<file path="src/rtl/boot_loader_if.sv">
// Instruction-memory write port driven by the boot loader.
// imem_we is a one-cycle strobe qualifying imem_addr/imem_wdata; there is no ready, so the memory accepts every strobe.
interface boot_loader_if;
  logic        imem_we;
  logic [31:0] imem_addr;
  logic [31:0] imem_wdata;

  modport master (output imem_we, output imem_addr, output imem_wdata);
  modport slave  (input  imem_we, input  imem_addr, input  imem_wdata);
endinterface

</file>
<file path="src/rtl/boot_loader.sv">
// UART (8N1) program loader: length header, little-endian words into imem,
// holds the core in reset until the image is complete.
module boot_loader #(
  parameter int CLKS_PER_BIT = 868,
  parameter int DEPTH_W      = 10
) (
  input  logic               clk,
  input  logic               rst,
  input  logic               uart_rx,
  boot_loader_if.master      bus,
  output logic               core_rst,
  output logic               load_done,
  output logic               frame_err,
  output logic               byte_valid,
  output logic [1:0]         rx_state_dbg,
  output logic [1:0]         p_state_dbg
);

  typedef enum logic [1:0] {RX_IDLE, RX_START, RX_DATA, RX_STOP} rx_state_t;
  typedef enum logic [1:0] {P_LEN0, P_LEN1, P_DATA, P_DONE} p_state_t;

  localparam int              CW    = $clog2(CLKS_PER_BIT);
  localparam logic [CW-1:0]   HALF  = CW'(CLKS_PER_BIT / 2);
  localparam logic [CW-1:0]   FULL  = CW'(CLKS_PER_BIT - 1);
  localparam logic [16:0]     DEPTH = 17'(1) << DEPTH_W;

  logic            rx_meta, rx_s, rx_prev;
  rx_state_t       rx_state;
  logic [CW-1:0]   cnt;
  logic [2:0]      bit_idx;
  logic [7:0]      shreg;
  logic [7:0]      rx_byte;

  p_state_t        p_state;
  logic [15:0]     n_words;
  logic [15:0]     word_idx;
  logic [1:0]      byte_idx;
  logic [23:0]     word_buf;

  assign rx_state_dbg = rx_state;
  assign p_state_dbg  = p_state;

  // rx_prev lags rx_s by one cycle for start-edge detection
  always_ff @(posedge clk or posedge rst) begin
    if (rst) begin
      rx_meta <= 1'b1;
      rx_s    <= 1'b1;
      rx_prev <= 1'b1;
    end else begin
      rx_meta <= uart_rx;
      rx_s    <= rx_meta;
      rx_prev <= rx_s;
    end
  end

  always_ff @(posedge clk or posedge rst) begin
    if (rst) begin
      rx_state   <= RX_IDLE;
      cnt        <= '0;
      bit_idx    <= '0;
      shreg      <= '0;
      rx_byte    <= '0;
      byte_valid <= 1'b0;
      frame_err  <= 1'b0;
    end else begin
      byte_valid <= 1'b0;
      case (rx_state)
        RX_IDLE: begin
          if (rx_prev && !rx_s) begin
            cnt      <= HALF;
            rx_state <= RX_START;
          end
        end
        RX_START: begin
          if (cnt == '0) begin
            if (rx_s) begin
              rx_state <= RX_IDLE;
            end else begin
              rx_state <= RX_DATA;
              cnt      <= FULL;
              bit_idx  <= '0;
            end
          end else begin
            cnt <= cnt - 1'b1;
          end
        end
        RX_DATA: begin
          if (cnt == '0) begin
            shreg   <= {rx_s, shreg[7:1]};
            cnt     <= FULL;
            bit_idx <= bit_idx + 3'd1;
            if (bit_idx == 3'd7) rx_state <= RX_STOP;
          end else begin
            cnt <= cnt - 1'b1;
          end
        end
        RX_STOP: begin
          if (cnt == '0) begin
            if (rx_s) begin
              byte_valid <= 1'b1;
              rx_byte    <= shreg;
            end else begin
              frame_err  <= 1'b1;
            end
            rx_state <= RX_IDLE;
          end else begin
            cnt <= cnt - 1'b1;
          end
        end
        default: rx_state <= RX_IDLE;
      endcase
    end
  end

  always_ff @(posedge clk or posedge rst) begin
    if (rst) begin
      p_state        <= P_LEN0;
      n_words        <= '0;
      word_idx       <= '0;
      byte_idx       <= '0;
      word_buf       <= '0;
      bus.imem_we    <= 1'b0;
      bus.imem_addr  <= '0;
      bus.imem_wdata <= '0;
      core_rst       <= 1'b1;
      load_done      <= 1'b0;
    end else begin
      bus.imem_we <= 1'b0;
      case (p_state)
        P_LEN0: begin
          if (byte_valid) begin
            n_words[7:0] <= rx_byte;
            p_state      <= P_LEN1;
          end
        end
        P_LEN1: begin
          if (byte_valid) begin
            n_words[15:8] <= rx_byte;
            if ({rx_byte, n_words[7:0]} == 16'd0) begin
              p_state   <= P_DONE;
              core_rst  <= 1'b0;
              load_done <= 1'b1;
            end else begin
              p_state <= P_DATA;
            end
          end
        end
        P_DATA: begin
          if (byte_valid) begin
            byte_idx <= byte_idx + 2'd1;
            if (byte_idx == 2'd3) begin
              // Words beyond memory depth still count toward N but never write
              if ({1'b0, word_idx} < DEPTH) begin
                bus.imem_we    <= 1'b1;
                bus.imem_addr  <= {14'd0, word_idx, 2'b00};
                bus.imem_wdata <= {rx_byte, word_buf};
              end
              word_idx <= word_idx + 16'd1;
              if (word_idx + 16'd1 == n_words) p_state <= P_DONE;
            end else begin
              word_buf[{byte_idx, 3'b000} +: 8] <= rx_byte;
            end
          end
        end
        P_DONE: begin
          core_rst  <= 1'b0;
          load_done <= 1'b1;
        end
        default: p_state <= P_LEN0;
      endcase
    end
  end

endmodule

</file>
<file path="src/flat_wrapper.sv">
// flat-port wrapper written by rule: the top's interface ports become plain ports
module boot_loader_flat 
#(
  parameter int CLKS_PER_BIT = 868,
  parameter int DEPTH_W      = 10
)
  (clk, rst, uart_rx, core_rst, load_done, frame_err, byte_valid, rx_state_dbg, p_state_dbg, bus_imem_we, bus_imem_addr, bus_imem_wdata);
  boot_loader_if bus_i ();
  input  logic clk;
  input  logic rst;
  input  logic uart_rx;
  output logic core_rst;
  output logic load_done;
  output logic frame_err;
  output logic byte_valid;
  output logic [1:0] rx_state_dbg;
  output logic [1:0] p_state_dbg;
  output wire logic [$bits(bus_i.imem_we)-1:0] bus_imem_we;
  output wire logic [$bits(bus_i.imem_addr)-1:0] bus_imem_addr;
  output wire logic [$bits(bus_i.imem_wdata)-1:0] bus_imem_wdata;
  assign bus_imem_we = bus_i.imem_we;
  assign bus_imem_addr = bus_i.imem_addr;
  assign bus_imem_wdata = bus_i.imem_wdata;
  boot_loader #(.CLKS_PER_BIT(CLKS_PER_BIT), .DEPTH_W(DEPTH_W)) u_core (.clk(clk), .rst(rst), .uart_rx(uart_rx), .bus(bus_i), .core_rst(core_rst), .load_done(load_done), .frame_err(frame_err), .byte_valid(byte_valid), .rx_state_dbg(rx_state_dbg), .p_state_dbg(p_state_dbg));
endmodule
</file>
<file path="config.mk">
export PLATFORM = sky130hd
export DESIGN_NAME = boot_loader_flat
export DESIGN_NICKNAME = d
export VERILOG_FILES = /design/src/rtl/boot_loader_if.sv /design/src/rtl/boot_loader.sv /design/src/flat_wrapper.sv
export SDC_FILE = /design/constraint.sdc
export NUM_CORES = 1
export LEC_CHECK = 0
export CORE_ASPECT_RATIO = 1.5
export CORE_MARGIN = 2
export CORE_UTILIZATION = 25
export CTS_CLUSTER_SIZE = 25
export DETAILED_ROUTE_END_ITERATION = 10
export GPL_ROUTABILITY_DRIVEN = 0
export PLACE_DENSITY_LB_ADDON = 0.2
export RECOVER_POWER = 50
export SYNTH_ARGS = -nofsm -noshare
export SYNTH_HDL_FRONTEND = slang
export SYNTH_SLANG_ARGS = --single-unit
</file>
<file path="constraint.sdc">
create_clock -name clk -period 11.1 [get_ports clk]
set_input_delay 2.22 -clock clk [delete_from_list [all_inputs] [get_ports clk]]
set_output_delay 2.22 -clock clk [all_outputs]
set_load 0.01 [all_outputs]
</file>
=== Word level (Yosys, flattened, before mapping) ===
Cells that the tools add are included.

* Add/subtract/negate cells: 5
* $lt $le $gt $ge: 1
* Equality and inequality tests: 23
* Shift operators: 2
* Multiplexer cells: 38
* Bitwise gates (word level): 2
* Reduce and logical (&&, ||, !) cells: 23

{| class="wikitable"
|+ Operator list
! operator !! count
|-
| 10-bit two-way mux || 5
|-
| 10-bit one-hot mux with 4 select lines || 1
|-
| 24-bit bitwise mux || 1
|-
| 8-bit by 7-bit variable shift with 24-bit output (first input constant) || 1
|-
| 8-bit by 7-bit indexed part select with 24-bit output || 1
|-
| 2-bit two-way mux || 11
|-
| 2-bit by 1-bit != test with 1-bit output (second input constant) || 11
|-
| 3-bit AND reduction || 6
|-
| 16-bit by 1-bit adder with 16-bit output (second input constant) || 1
|-
| 16-bit == test || 1
|-
| 16-bit zero test || 1
|-
| 16-bit by 11-bit < comparator with 1-bit output (second input constant) || 1
|-
| 1-bit two-way mux || 12
|-
| 2-bit == test (second input constant) || 5
|-
| 10-bit zero test || 1
|-
| 10-bit by 1-bit subtractor with 10-bit output (second input constant) || 1
|-
| 3-bit two-way mux || 3
|-
| 2-bit one-hot mux with 4 select lines || 1
|-
| 2-bit AND reduction || 4
|-
| 4-bit AND reduction || 2
|-
| 5-bit negator with 7-bit output || 1
|-
| 2-bit one-hot mux with 3 select lines || 1
|-
| 3-bit one-hot mux with 2 select lines || 1
|-
| 6-bit AND reduction || 1
|-
| 14 further kinds || 20
|}

* Register bits after elaboration: 147
* Logic and storage cells: 115

=== Longest topological paths before layout ===
* Word-level depth: 6
* Mapped depth: 10
* Mapped depth without buffers: 9

=== Least setup slack after synthesis ===
No wires, ideal clock.

* Path type: flip-flop to output port
* From: register u_core.core_rst
* To: output core_rst
* Arrival: 529 ps
* Required time: 8880 ps
* Setup slack: 8351 ps
* Stages on the path, launching flop included: 1
* Path buffers: 0
* Cell sequence: dfstp_2

{| class="wikitable"
|+ RTL lines
! what !! RTL line !! text
|-
| from (decl) || boot_loader.sv:11 || <nowiki>output logic core_rst,</nowiki>
|-
| from (signal assigned) || boot_loader.sv:125 || <nowiki>core_rst <= 1'b1;</nowiki>
|-
| from (signal assigned) || boot_loader.sv:141 || <nowiki>core_rst <= 1'b0;</nowiki>
|-
| from (signal assigned) || boot_loader.sv:166 || <nowiki>core_rst <= 1'b0;</nowiki>
|-
| to (decl) || flat_wrapper.sv:12 || <nowiki>output logic core_rst;</nowiki>
|}

No word-level cell between the ends.

==> results.ini <==
[place]
dpl.hpwl_um = 10960
placed_area_um2 = 7689
pre_cts_slack_ns = 6.936
io_buffer_count = 59
placed_cells = 1077

[logic_synthesis]
yosys.area_share.simple_pct = 20.70
synth-seq-cells = 147
yosys.area.top_type = dfrtp_1
synth.avg_cell_area_um2 = 9.718
yosys_warnings = 0
yosys.cell_types.count = 54
yosysMostFrequentCell = nand2_1
synthAdderAreaFrac_pct = 3.114
synthTopCellsByCount = nand2_1, dfrtp_1, nor2_1
syn_area_um2 = 6832
synth_top_family_by_area = simple AND/OR/NAND/NOR gates
synth-xor-area-share_pct = 3.974
async_reset_ff_share_pct = 100.0
synth-compound-area-share_pct = 7.582
ys.flop_type = dfrtp_1
synth_edf_count = 0
synthTopCellsByArea = dfrtp_1, nand2_1, mux2_2
yosysSeqAreaShare_pct = 53.92
synthMuxAreaShare_pct = 5.897
synth_top_area_share_pct = 52.38
syn_inst = 703

[clock_network]
htreeDepth = 4
cts_resized = 0
cts_tree = built
cts_sinks = 147
post-cts-setup-buffers = 0
clockBufferDepth = 2
path_clk_slew_ns = 0.06
numCtsBuffers = 17
hold_buffers = 0
clk_latency_ns = 0.43
cts-root-buf = clkbuf_16

[timing]
setup_viol_count_final = 0
period_share_pct = 51.61
worst_slack_ns = 5.371
slew_violations = 186
fmax_ghz = 0.1746
fin_crit_ns = 5.729
hold_viol_final = 0
tns_ns = 0
holdWs_ns = 0.3624
worst_pin_slew_ns = 4.562
rsz0062_at_grt = no
skew_ns = 0.009256
slew_headroom_pct = -205.8

[detailed_routing]
drtAntennaViolNets = 0
drc = 0
dr.pass1.iters = 4
viasPerCell = 4.454
first_iter_violations = 164
wl_per_cell_um = 14.83
vias = 4940
wl_um = 16450

[hold_path]
hold_path_depth = 0
holdCritPathClass = flip-flop to flip-flop

[setup_path]
cp.arrival_ns = 6.24
cp.required_ns = 11.61
timing_worst_setup_path_type = input port to async pin
rr_worst_depth = 10
worstSetupStartpointType = input port
crit_path_end_kind = async pin
path_max_fanout = 100

[floorplanning]
chipWidth_um = 139.0
core-area_um2 = 27040
row_count = 74
dieArea_um2 = 28690
die_h_um = 206.5
start_util_pct = 25.27
io_pins = 76

[outcome]
outcome = finished, violations left
violations = capacitance limit, slew limit

[final_layout]
final_util_pct = 30.41
fin_cells = 1109
drive_above_1_share_pct = 10.04
fin_area_um2 = 8223
nNetsFinal = 774
syn2layout_area_growth_pct = 20.37
num-fill-cells = 2873
antenna_cells = 0

[global_routing]
grt_pass1_vias = 5020
grt_pass1_wl_um = 27210
grt_start_max_net_pins = 101
grt_remaining_overflow = 0
track_usage_pct = 12.14
grt_antenna_before_repair = 0

[pwr]
vdd_drop_max_mv = 0.08735
power_density_nw_per_um2 = 170.3
p_leak_nw = 3.827
total_power_mw = 1.400

[job]
maxCapViolCount = 3

## registers in the layout (all words and copies together), names as in the netlist, 2 cells and up, named ones only
| register | count |
|---|---|
| u_core.byte_idx | 2 |
| u_core.n_words | 16 |
| u_core.word_idx | 16 |
| u_core.rx_byte | 8 |
| u_core.bit_idx | 3 |
| u_core.bus.imem_addr | 16 |
| u_core.shreg | 8 |
| u_core.p_state_dbg | 2 |
| u_core.bus.imem_wdata | 32 |
| u_core.cnt | 10 |
| u_core.word_buf | 24 |
## kinds of logic (layout without fill, tap and decap cells)
kind of cell	Yosys count	count (layout)
multiplexers	36	36
flip-flops	147	147
AO/OA/AOI/OAI	84	84
other	1	16
AND/OR/NAND/NOR	322	322
buffers and inverters	65	114
adder cells (fa/ha/maj)	17	17
XOR/XNOR	31	31
## worst max-delay path, stage by stage
cell and delay (ns):
dlygate4sd3_1 0.54, clkinvlp_2 2.53, buf_4 0.84
## worst paths after layout
path / start / end / slack, ns
worst max-delay path: rst / u_core.bus.imem_addr[16] / 5.37
worst min-delay path: u_core.rx_meta / u_core.rx_s / 0.36
worst min register to register: u_core.rx_meta / u_core.rx_s / 0.36
min in group asynchronous: rst / u_core.load_done / 3.61
max in group clk: u_core.p_state_dbg[0] / u_core.bus.imem_wdata[2] / 5.97
worst max register to register: u_core.p_state_dbg[0] / u_core.bus.imem_wdata[2] / 5.97
## routing by layer
layer	track usage (%)	up-vias	part of all wire [%]
met5	0	-	0
met4	5.267	0	2.4
met3	2.804	28	3.4
met2	21.36	84	52
met1	14.16	2405	42
li1	-	2423	-
## placed cells by master, fill, tap and decap left out, types with 3 or more instances in the layout
cell,Yosys,routed
ha_1,17,17
dfstp_2,4,3
nor3b_1,10,10
and4_1,3,3
xnor2_1,18,18
inv_6,0,4
a21oi_1,17,17
mux2_2,33,33
o21ai_0,38,38
nor3_1,11,11
o41ai_1,2,3
o22a_1,3,3
clkdlybuf4s50_1,0,57
xor2_1,13,13
clkbuf_16,0,17
nor4_1,7,7
or3_1,5,5
clkinvlp_4,0,3
dfrtp_1,143,143
and2_0,0,4
nor2b_1,4,4
conb_1,1,16
nand4_1,6,6
clkbuf_1,18,3
nor2_1,39,39
nand2_1,205,205
inv_1,19,18
and2_1,7,3
nand3_1,11,10
or2_2,5,3
## power breakdown
part           total, mW  internal (mW)  switching [mW]
clock network      0.548          0.302           0.246
registers          0.593          0.565          0.0276
logic              0.259          0.104           0.156
## area by class of cell
type | count | area, um2 | area share [%]
multi-input combinational | 506 | 2877 | 34.98
clock buffer | 20 | 456.7 | 5.554
tap | 342 | 427.9 | 5.204
timing repair buffer | 62 | 605.6 | 7.365
clock inverter | 12 | 96.34 | 1.172
sequential | 147 | 3684 | 44.80
inverter | 20 | 76.32 | 0.9282
Note: power is estimated with default switching activity, not from simulation.
